[src/rtl/parking_pkg.sv]
// Shared types and default constants for the parking gate controller.
//   state_t : gate sequencer states
//   lane_t  : lane identifiers used for arbitration
package parking_pkg;

    localparam int unsigned DEF_CAPACITY     = 8;
    localparam int unsigned DEF_OPEN_CYCLES  = 40_000_000;
    localparam int unsigned DEF_GUARD_CYCLES = 4_000_000;

    typedef enum logic [1:0] {
        ST_IDLE  = 2'd0,
        ST_OPEN  = 2'd1,
        ST_CLOSE = 2'd2
    } state_t;

    typedef enum logic {
        LANE_ENTRY = 1'b0,
        LANE_EXIT  = 1'b1
    } lane_t;

    // Larger of two cycle counts; sizes the shared open/guard timer.
    function automatic int unsigned max_u(input int unsigned a, input int unsigned b);
        return (a > b) ? a : b;
    endfunction

endpackage

[src/rtl/parking_gate_controller_if.sv]
// Lane/gate signal bundle for the parking gate controller.
//   master : request source (drives entryReq, exitReq, carPassed)
//   slave  : controller (drives gateOpen, grants, denied, count, full, empty)
interface parking_gate_controller_if #(
    parameter int unsigned CAPACITY = parking_pkg::DEF_CAPACITY
);
    localparam int unsigned CW = $clog2(CAPACITY + 1);

    logic          entryReq;
    logic          exitReq;
    logic          carPassed;
    logic          gateOpen;
    logic          grantEntry;
    logic          grantExit;
    logic          denied;
    logic [CW-1:0] count;
    logic          full;
    logic          empty;

    modport master (
        output entryReq, exitReq, carPassed,
        input  gateOpen, grantEntry, grantExit, denied, count, full, empty
    );

    modport slave (
        input  entryReq, exitReq, carPassed,
        output gateOpen, grantEntry, grantExit, denied, count, full, empty
    );

endinterface

[src/rtl/rise_detect.sv]
// Rising-edge detector on a debounced level.
//   clk, reset (async active-low), in : level input
//   rise : high in the cycle where in is 1 and its registered previous value is 0
module rise_detect (
    input  logic clk,
    input  logic reset,
    input  logic in,
    output logic rise
);

    logic prev_q;

    always_ff @(posedge clk or negedge reset) begin
        if (!reset) prev_q <= 1'b0;
        else        prev_q <= in;
    end

    assign rise = in & ~prev_q;

endmodule

[src/rtl/parking_gate_controller.sv]
// Single-barrier gate sequencer shared by entry and exit lanes.
//   clk   : system clock, rising edge
//   reset : asynchronous active-low reset
//   bus   : lane requests in; gate command, grants, denied pulse, occupancy out
module parking_gate_controller
    import parking_pkg::*;
#(
    parameter int unsigned CAPACITY     = DEF_CAPACITY,
    parameter int unsigned OPEN_CYCLES  = DEF_OPEN_CYCLES,
    parameter int unsigned GUARD_CYCLES = DEF_GUARD_CYCLES
) (
    input  logic                        clk,
    input  logic                        reset,
    parking_gate_controller_if.slave    bus
);

    localparam int unsigned CW   = $clog2(CAPACITY + 1);
    localparam int unsigned TMAX = max_u(OPEN_CYCLES, GUARD_CYCLES);
    localparam int unsigned TW   = $clog2(TMAX + 1);

    state_t        state_q;
    lane_t         prio_q;        // lane that wins the next tie
    logic [TW-1:0] timer_q;
    logic [CW-1:0] count_q;
    logic          pend_entry_q;
    logic          pend_exit_q;
    logic          gate_open_q;
    logic          grant_entry_q;
    logic          grant_exit_q;
    logic          denied_q;

    logic entry_rise, exit_rise, car_rise;
    logic full_c, empty_c;
    logic entry_set_c, entry_deny_c, exit_set_c;

    rise_detect u_rise_entry (.clk(clk), .reset(reset), .in(bus.entryReq),  .rise(entry_rise));
    rise_detect u_rise_exit  (.clk(clk), .reset(reset), .in(bus.exitReq),   .rise(exit_rise));
    rise_detect u_rise_car   (.clk(clk), .reset(reset), .in(bus.carPassed), .rise(car_rise));

    assign full_c  = (count_q == CW'(CAPACITY));
    assign empty_c = (count_q == '0);

    // Request qualification against current occupancy.
    always_comb begin
        entry_set_c  = 1'b0;
        entry_deny_c = 1'b0;
        exit_set_c   = 1'b0;
        if (entry_rise) begin
            if (full_c) entry_deny_c = 1'b1;
            else        entry_set_c  = 1'b1;
        end
        if (exit_rise && !empty_c) exit_set_c = 1'b1;
    end

    // Sequencer: pending latches, arbitration, shared timer, occupancy.
    // A fresh rise in the grant cycle re-latches rather than being lost,
    // hence the flag clears write the set term instead of a constant 0.
    always_ff @(posedge clk or negedge reset) begin
        if (!reset) begin
            state_q       <= ST_IDLE;
            prio_q        <= LANE_EXIT;
            timer_q       <= '0;
            count_q       <= '0;
            pend_entry_q  <= 1'b0;
            pend_exit_q   <= 1'b0;
            gate_open_q   <= 1'b0;
            grant_entry_q <= 1'b0;
            grant_exit_q  <= 1'b0;
            denied_q      <= 1'b0;
        end else begin
            denied_q <= entry_deny_c;
            if (entry_set_c) pend_entry_q <= 1'b1;
            if (exit_set_c)  pend_exit_q  <= 1'b1;

            case (state_q)
                ST_IDLE: begin
                    if (pend_exit_q && (!pend_entry_q || prio_q == LANE_EXIT)) begin
                        pend_exit_q  <= exit_set_c;
                        prio_q       <= LANE_ENTRY;
                        grant_exit_q <= 1'b1;
                        gate_open_q  <= 1'b1;
                        timer_q      <= TW'(OPEN_CYCLES - 1);
                        state_q      <= ST_OPEN;
                    end else if (pend_entry_q) begin
                        pend_entry_q <= entry_set_c;
                        if (full_c) begin
                            denied_q <= 1'b1;
                        end else begin
                            prio_q        <= LANE_EXIT;
                            grant_entry_q <= 1'b1;
                            gate_open_q   <= 1'b1;
                            timer_q       <= TW'(OPEN_CYCLES - 1);
                            state_q       <= ST_OPEN;
                        end
                    end
                end

                ST_OPEN: begin
                    if (car_rise || timer_q == '0) begin
                        if (car_rise) begin
                            if (grant_entry_q) count_q <= count_q + CW'(1);
                            else               count_q <= count_q - CW'(1);
                        end
                        gate_open_q   <= 1'b0;
                        grant_entry_q <= 1'b0;
                        grant_exit_q  <= 1'b0;
                        timer_q       <= TW'(GUARD_CYCLES - 1);
                        state_q       <= ST_CLOSE;
                    end else begin
                        timer_q <= timer_q - TW'(1);
                    end
                end

                ST_CLOSE: begin
                    if (timer_q == '0) state_q <= ST_IDLE;
                    else               timer_q <= timer_q - TW'(1);
                end

                default: begin
                    state_q       <= ST_IDLE;
                    gate_open_q   <= 1'b0;
                    grant_entry_q <= 1'b0;
                    grant_exit_q  <= 1'b0;
                end
            endcase
        end
    end

    assign bus.gateOpen   = gate_open_q;
    assign bus.grantEntry = grant_entry_q;
    assign bus.grantExit  = grant_exit_q;
    assign bus.denied     = denied_q;
    assign bus.count      = count_q;
    assign bus.full       = full_c;
    assign bus.empty      = empty_c;

endmodule
[src/flat_wrapper.sv]
// flat-port wrapper written by rule: the top's interface ports become plain ports
module parking_gate_controller_flat import parking_pkg::*;
#(
    parameter int unsigned CAPACITY     = DEF_CAPACITY,
    parameter int unsigned OPEN_CYCLES  = DEF_OPEN_CYCLES,
    parameter int unsigned GUARD_CYCLES = DEF_GUARD_CYCLES
)
  (clk, reset, bus_entryReq, bus_exitReq, bus_carPassed, bus_gateOpen, bus_grantEntry, bus_grantExit, bus_denied, bus_count, bus_full, bus_empty);
  parking_gate_controller_if #(.CAPACITY(CAPACITY)) bus_i ();
  input  logic clk;
  input  logic reset;
  input wire logic [$bits(bus_i.entryReq)-1:0] bus_entryReq;
  input wire logic [$bits(bus_i.exitReq)-1:0] bus_exitReq;
  input wire logic [$bits(bus_i.carPassed)-1:0] bus_carPassed;
  output wire logic [$bits(bus_i.gateOpen)-1:0] bus_gateOpen;
  output wire logic [$bits(bus_i.grantEntry)-1:0] bus_grantEntry;
  output wire logic [$bits(bus_i.grantExit)-1:0] bus_grantExit;
  output wire logic [$bits(bus_i.denied)-1:0] bus_denied;
  output wire logic [$bits(bus_i.count)-1:0] bus_count;
  output wire logic [$bits(bus_i.full)-1:0] bus_full;
  output wire logic [$bits(bus_i.empty)-1:0] bus_empty;
  assign bus_i.entryReq = bus_entryReq;
  assign bus_i.exitReq = bus_exitReq;
  assign bus_i.carPassed = bus_carPassed;
  assign bus_gateOpen = bus_i.gateOpen;
  assign bus_grantEntry = bus_i.grantEntry;
  assign bus_grantExit = bus_i.grantExit;
  assign bus_denied = bus_i.denied;
  assign bus_count = bus_i.count;
  assign bus_full = bus_i.full;
  assign bus_empty = bus_i.empty;
  parking_gate_controller #(.CAPACITY(CAPACITY), .OPEN_CYCLES(OPEN_CYCLES), .GUARD_CYCLES(GUARD_CYCLES)) u_core (.clk(clk), .reset(reset), .bus(bus_i));
endmodule
[config.mk]
export PLATFORM = sky130hd
export DESIGN_NAME = parking_gate_controller_flat
export DESIGN_NICKNAME = d
export VERILOG_FILES = /design/src/rtl/parking_pkg.sv /design/src/rtl/parking_gate_controller_if.sv /design/src/rtl/rise_detect.sv /design/src/rtl/parking_gate_controller.sv /design/src/flat_wrapper.sv
export SDC_FILE = /design/constraint.sdc
export NUM_CORES = 1
export LEC_CHECK = 0
export BUFFER_PORTS_ARGS = -buffer_cell sky130_fd_sc_hd__buf_2
export CAP_MARGIN = 20
export CORE_UTILIZATION = 45
export DETAILED_ROUTE_END_ITERATION = 10
export SLEW_MARGIN = 20
export SYNTH_ARGS = -nofsm -noshare
export SYNTH_HDL_FRONTEND = slang
export SYNTH_SLANG_ARGS = --single-unit
[constraint.sdc]
create_clock -name clk -period 4.6 [get_ports clk]
set_input_delay 0.69 -clock clk [delete_from_list [all_inputs] [get_ports clk]]
set_output_delay 0.69 -clock clk [all_outputs]
set_load 0.02 [all_outputs]
==> results.py <==
metrics = {
    "pwr": {
        "p_leak_uw": 0.00115,
        "irDropWorstVdd_mv": 0.381,
        "p_per_area_nw_per_um2": 845,
    },
    "routing": {
        "first_pass_iters": 4,
        "drt-wirelength-per-cell_um": 16.0,
        "drt-vias-per-instance": 5.94,
        "post-route-drc-count": 0,
        "dr_total_vias": 2119,
        "drt_wl_total_mm": 5.70,
        "drt_iter0_markers": 153,
        "antenna_left": 0,
    },
    "synth": {
        "synthTopCellsByCount": "dfrtp_1, nor2_1, a21oi_1",
        "yosys-top-cells-area": "dfrtp_1, a21oi_1, nor2_1",
        "synth_top_cell_by_area": "dfrtp_1",
        "synthDominantCellAreaShare_pct": 41.2,
        "syn_area_um2": 2490,
        "synth_warnings": 0,
        "synth_cell_types": 49,
        "ys_ff_latch": 42,
        "syn_avg_cell_area_um2": 9.08,
        "synth_flop_cell": "dfrtp_1",
        "synth_seq_area_share_pct": 42.3,
        "syn_inst": 274,
        "synth.most_common_cell": "dfrtp_1",
        "synth_nets": 286,
        "synth_edf_count": 0,
        "async_flop_share_pct": 100,
    },
    "sta": {
        "slew_violations": 0,
        "tightest_slew_ns": 0.771,
        "hold_viol": 0,
        "fmax_mhz": 322,
        "setup_viol": 0,
        "clock_skew_ns": 0.00613,
        "period_needed_ns": 3.10,
        "slew_headroom_pct": 48.3,
        "finalCritPeriodShare_pct": 67.4,
        "rsz0062_at_grt": "no",
        "fin_setup_tns_ns": 0,
    },
    "clock_network": {
        "clock_latency_ns": 0.29,
        "cts.clk_slew.worst_paths_ns": 0.08,
        "cts_resized": 0,
        "h-tree-depth": 2,
        "cts.sinks": 42,
        "cts_tree": "done",
        "clockBufferDepth": 2,
        "cts_made_buffers": 5,
        "cts-root-buf": "clkbuf_8",
        "ctsHoldBuffers": 0,
        "cts_setup_buffers": 0,
    },
    "placed_design": {
        "gp_congestion": 0.874,
        "dp_cells": 349,
        "dpl.hpwl_mm": 3.95,
        "port-buffer-count": 14,
    },
    "floorplanning": {
        "coreArea_um2": 5200,
        "row_count": 26,
        "die-area_um2": 5830,
        "die_h_um": 76.3,
        "start_util_pct": 47.8,
        "ioPinCount": 15,
        "die_w_um": 76.3,
    },
    "final_layout": {
        "drive_gt1_share_pct": 12.2,
        "final_cells": 357,
        "nFillCells": 498,
        "final_nets": 298,
        "area_growth_pct": 8.95,
        "n_antenna_cell": 0,
    },
    "worst_setup_path": {
        "crit_required_ns": 4.77,
        "cp-start-kind": "flip-flop",
        "critPathLaunch": "u_core.timer_q[0]",
        "rr_startpoint": "u_core.timer_q[0]",
        "crit_path_end_kind": "flip-flop",
        "crit_arrival_ns": 3.28,
        "rr_endpoint": "u_core.timer_q[8]",
        "crit_fanout": 18,
        "r2r_setup_slack_ns": 1.50,
        "worst-setup-path-type": "reg2reg",
        "r2r_cells": 8,
        "critPathCapture": "u_core.timer_q[8]",
    },
    "grt": {
        "track_usage_pct": 21.6,
        "antenna_found_initial": 0,
        "grt_pass1_wl_mm": 10.1,
        "grt_pass1_vias": 2100,
        "grt_max_degree": 43,
        "gr-total-overflow": 0,
    },
    "hold_path": {
        "hp-class": "in2async",
    },
    "outcome": {
        "status": "finished clean",
    },
    "run": {
        "maxCapViolations": 0,
    },
}
-- layout by cell type, fill, tap and decap left out, types with 6 or more instances in the layout --
cell type  synthesis  layout
nand3_1            6       6
nand2_1           19      19
nor2_1            34      34
o32ai_1            7       7
a21oi_1           28      28
inv_1             12      12
o21ai_0           20      20
nor3_1            12      12
clkbuf_8           0       8
buf_2              5      13
dfrtp_1           41      41
a31oi_1            8       8
ha_1               6       6
o31ai_1            7       7
-- cells by family after synthesis --
kind of cell	count (synthesis)	share of synthesized area, %
AOI/OAI and AO/OA	91	25.7
muxes	1	0.453
adders and majority gates	7	3.82
buffers and inverters	21	3.72
xor gates and xnor gates	4	1.41
and+or+nand+nor	108	22.6
DFF	42	42.3
-- power breakdown --
part           leakage, uW  internal, uW  switching, uW
combinational     0.000580           486            826
clock            0.0000575           152            127
sequential        0.000513           527            171
total              0.00115          1160           1130
-- per-stage QoR --
step,power [uW],area (um2),worst slack (ns),util [%],hold slack [ns]
finish,2290,2710,1.50,52.1,0.380
global route,2500,2710,1.30,52.1,0.431
floorplan,1710,2490,2.16,-,0.394
detailed placement,2000,2600,1.58,49.9,0.490
CTS,2290,2710,1.56,52.0,0.502
global placement,2000,2600,1.70,49.9,0.480
-- cell type report --
type                       count  area (um2)  area share (%)
sequential                    42        1050            38.8
inverter                      12        45.0            1.66
tap                           70        87.6            3.23
timing repair buffer          14        72.6            2.68
multi-input combinational    211        1340            49.5
clock buffer                   8         110            4.06
-- per-layer routing --
layer / wire (um) / GRT usage (%) / part of all wire [%] / up-vias
li1: - / - / - / 1044
met4: 89 / 9.62 / 1.6 / 0
met1: 2870 / 30.6 / 50 / 1028
met5: 0 / 0 / 0 / -
met3: 192 / 2.51 / 3.4 / 8
met2: 2550 / 33.1 / 45 / 39
-- critical path, cell delays in order (launching register included) --
cell      delay, ns
dfrtp_1        0.38
inv_1          0.09
ha_1           0.18
nor3b_1        0.49
and4_1         0.53
nand4_2        0.25
nand2_1        0.51
nor2_1         0.15
a2111o_1       0.40
-- worst min-delay path by stage --
stage                                   start             endpoint  cells after the start
floorplan                               reset  u_core.bus.count[0]                      0
global placement          u_core.bus.gateOpen  u_core.bus.gateOpen                      2
detailed placement        u_core.bus.gateOpen  u_core.bus.gateOpen                      2
CTS                 u_core.u_rise_exit.prev_q   u_core.pend_exit_q                      2
global route                            reset    u_core.bus.denied                      1
finish                                  reset   u_core.timer_q[18]                      1
-- registers in the layout (all words and copies together) (netlist names) --
register                    flops
u_core.u_rise_car.prev_q        1
u_core.pend_exit_q              1
u_core.u_rise_entry.prev_q      1
u_core.bus.denied               1
u_core.bus.gateOpen             1
u_core.bus.grantEntry           1
u_core.prio_q                   1
u_core.bus.grantExit            1
u_core.bus.count                4
u_core.pend_entry_q             1
u_core.state_q                  2
u_core.timer_q                 26
u_core.u_rise_exit.prev_q       1
No activity file was read; power rests on OpenSTA's default activity.
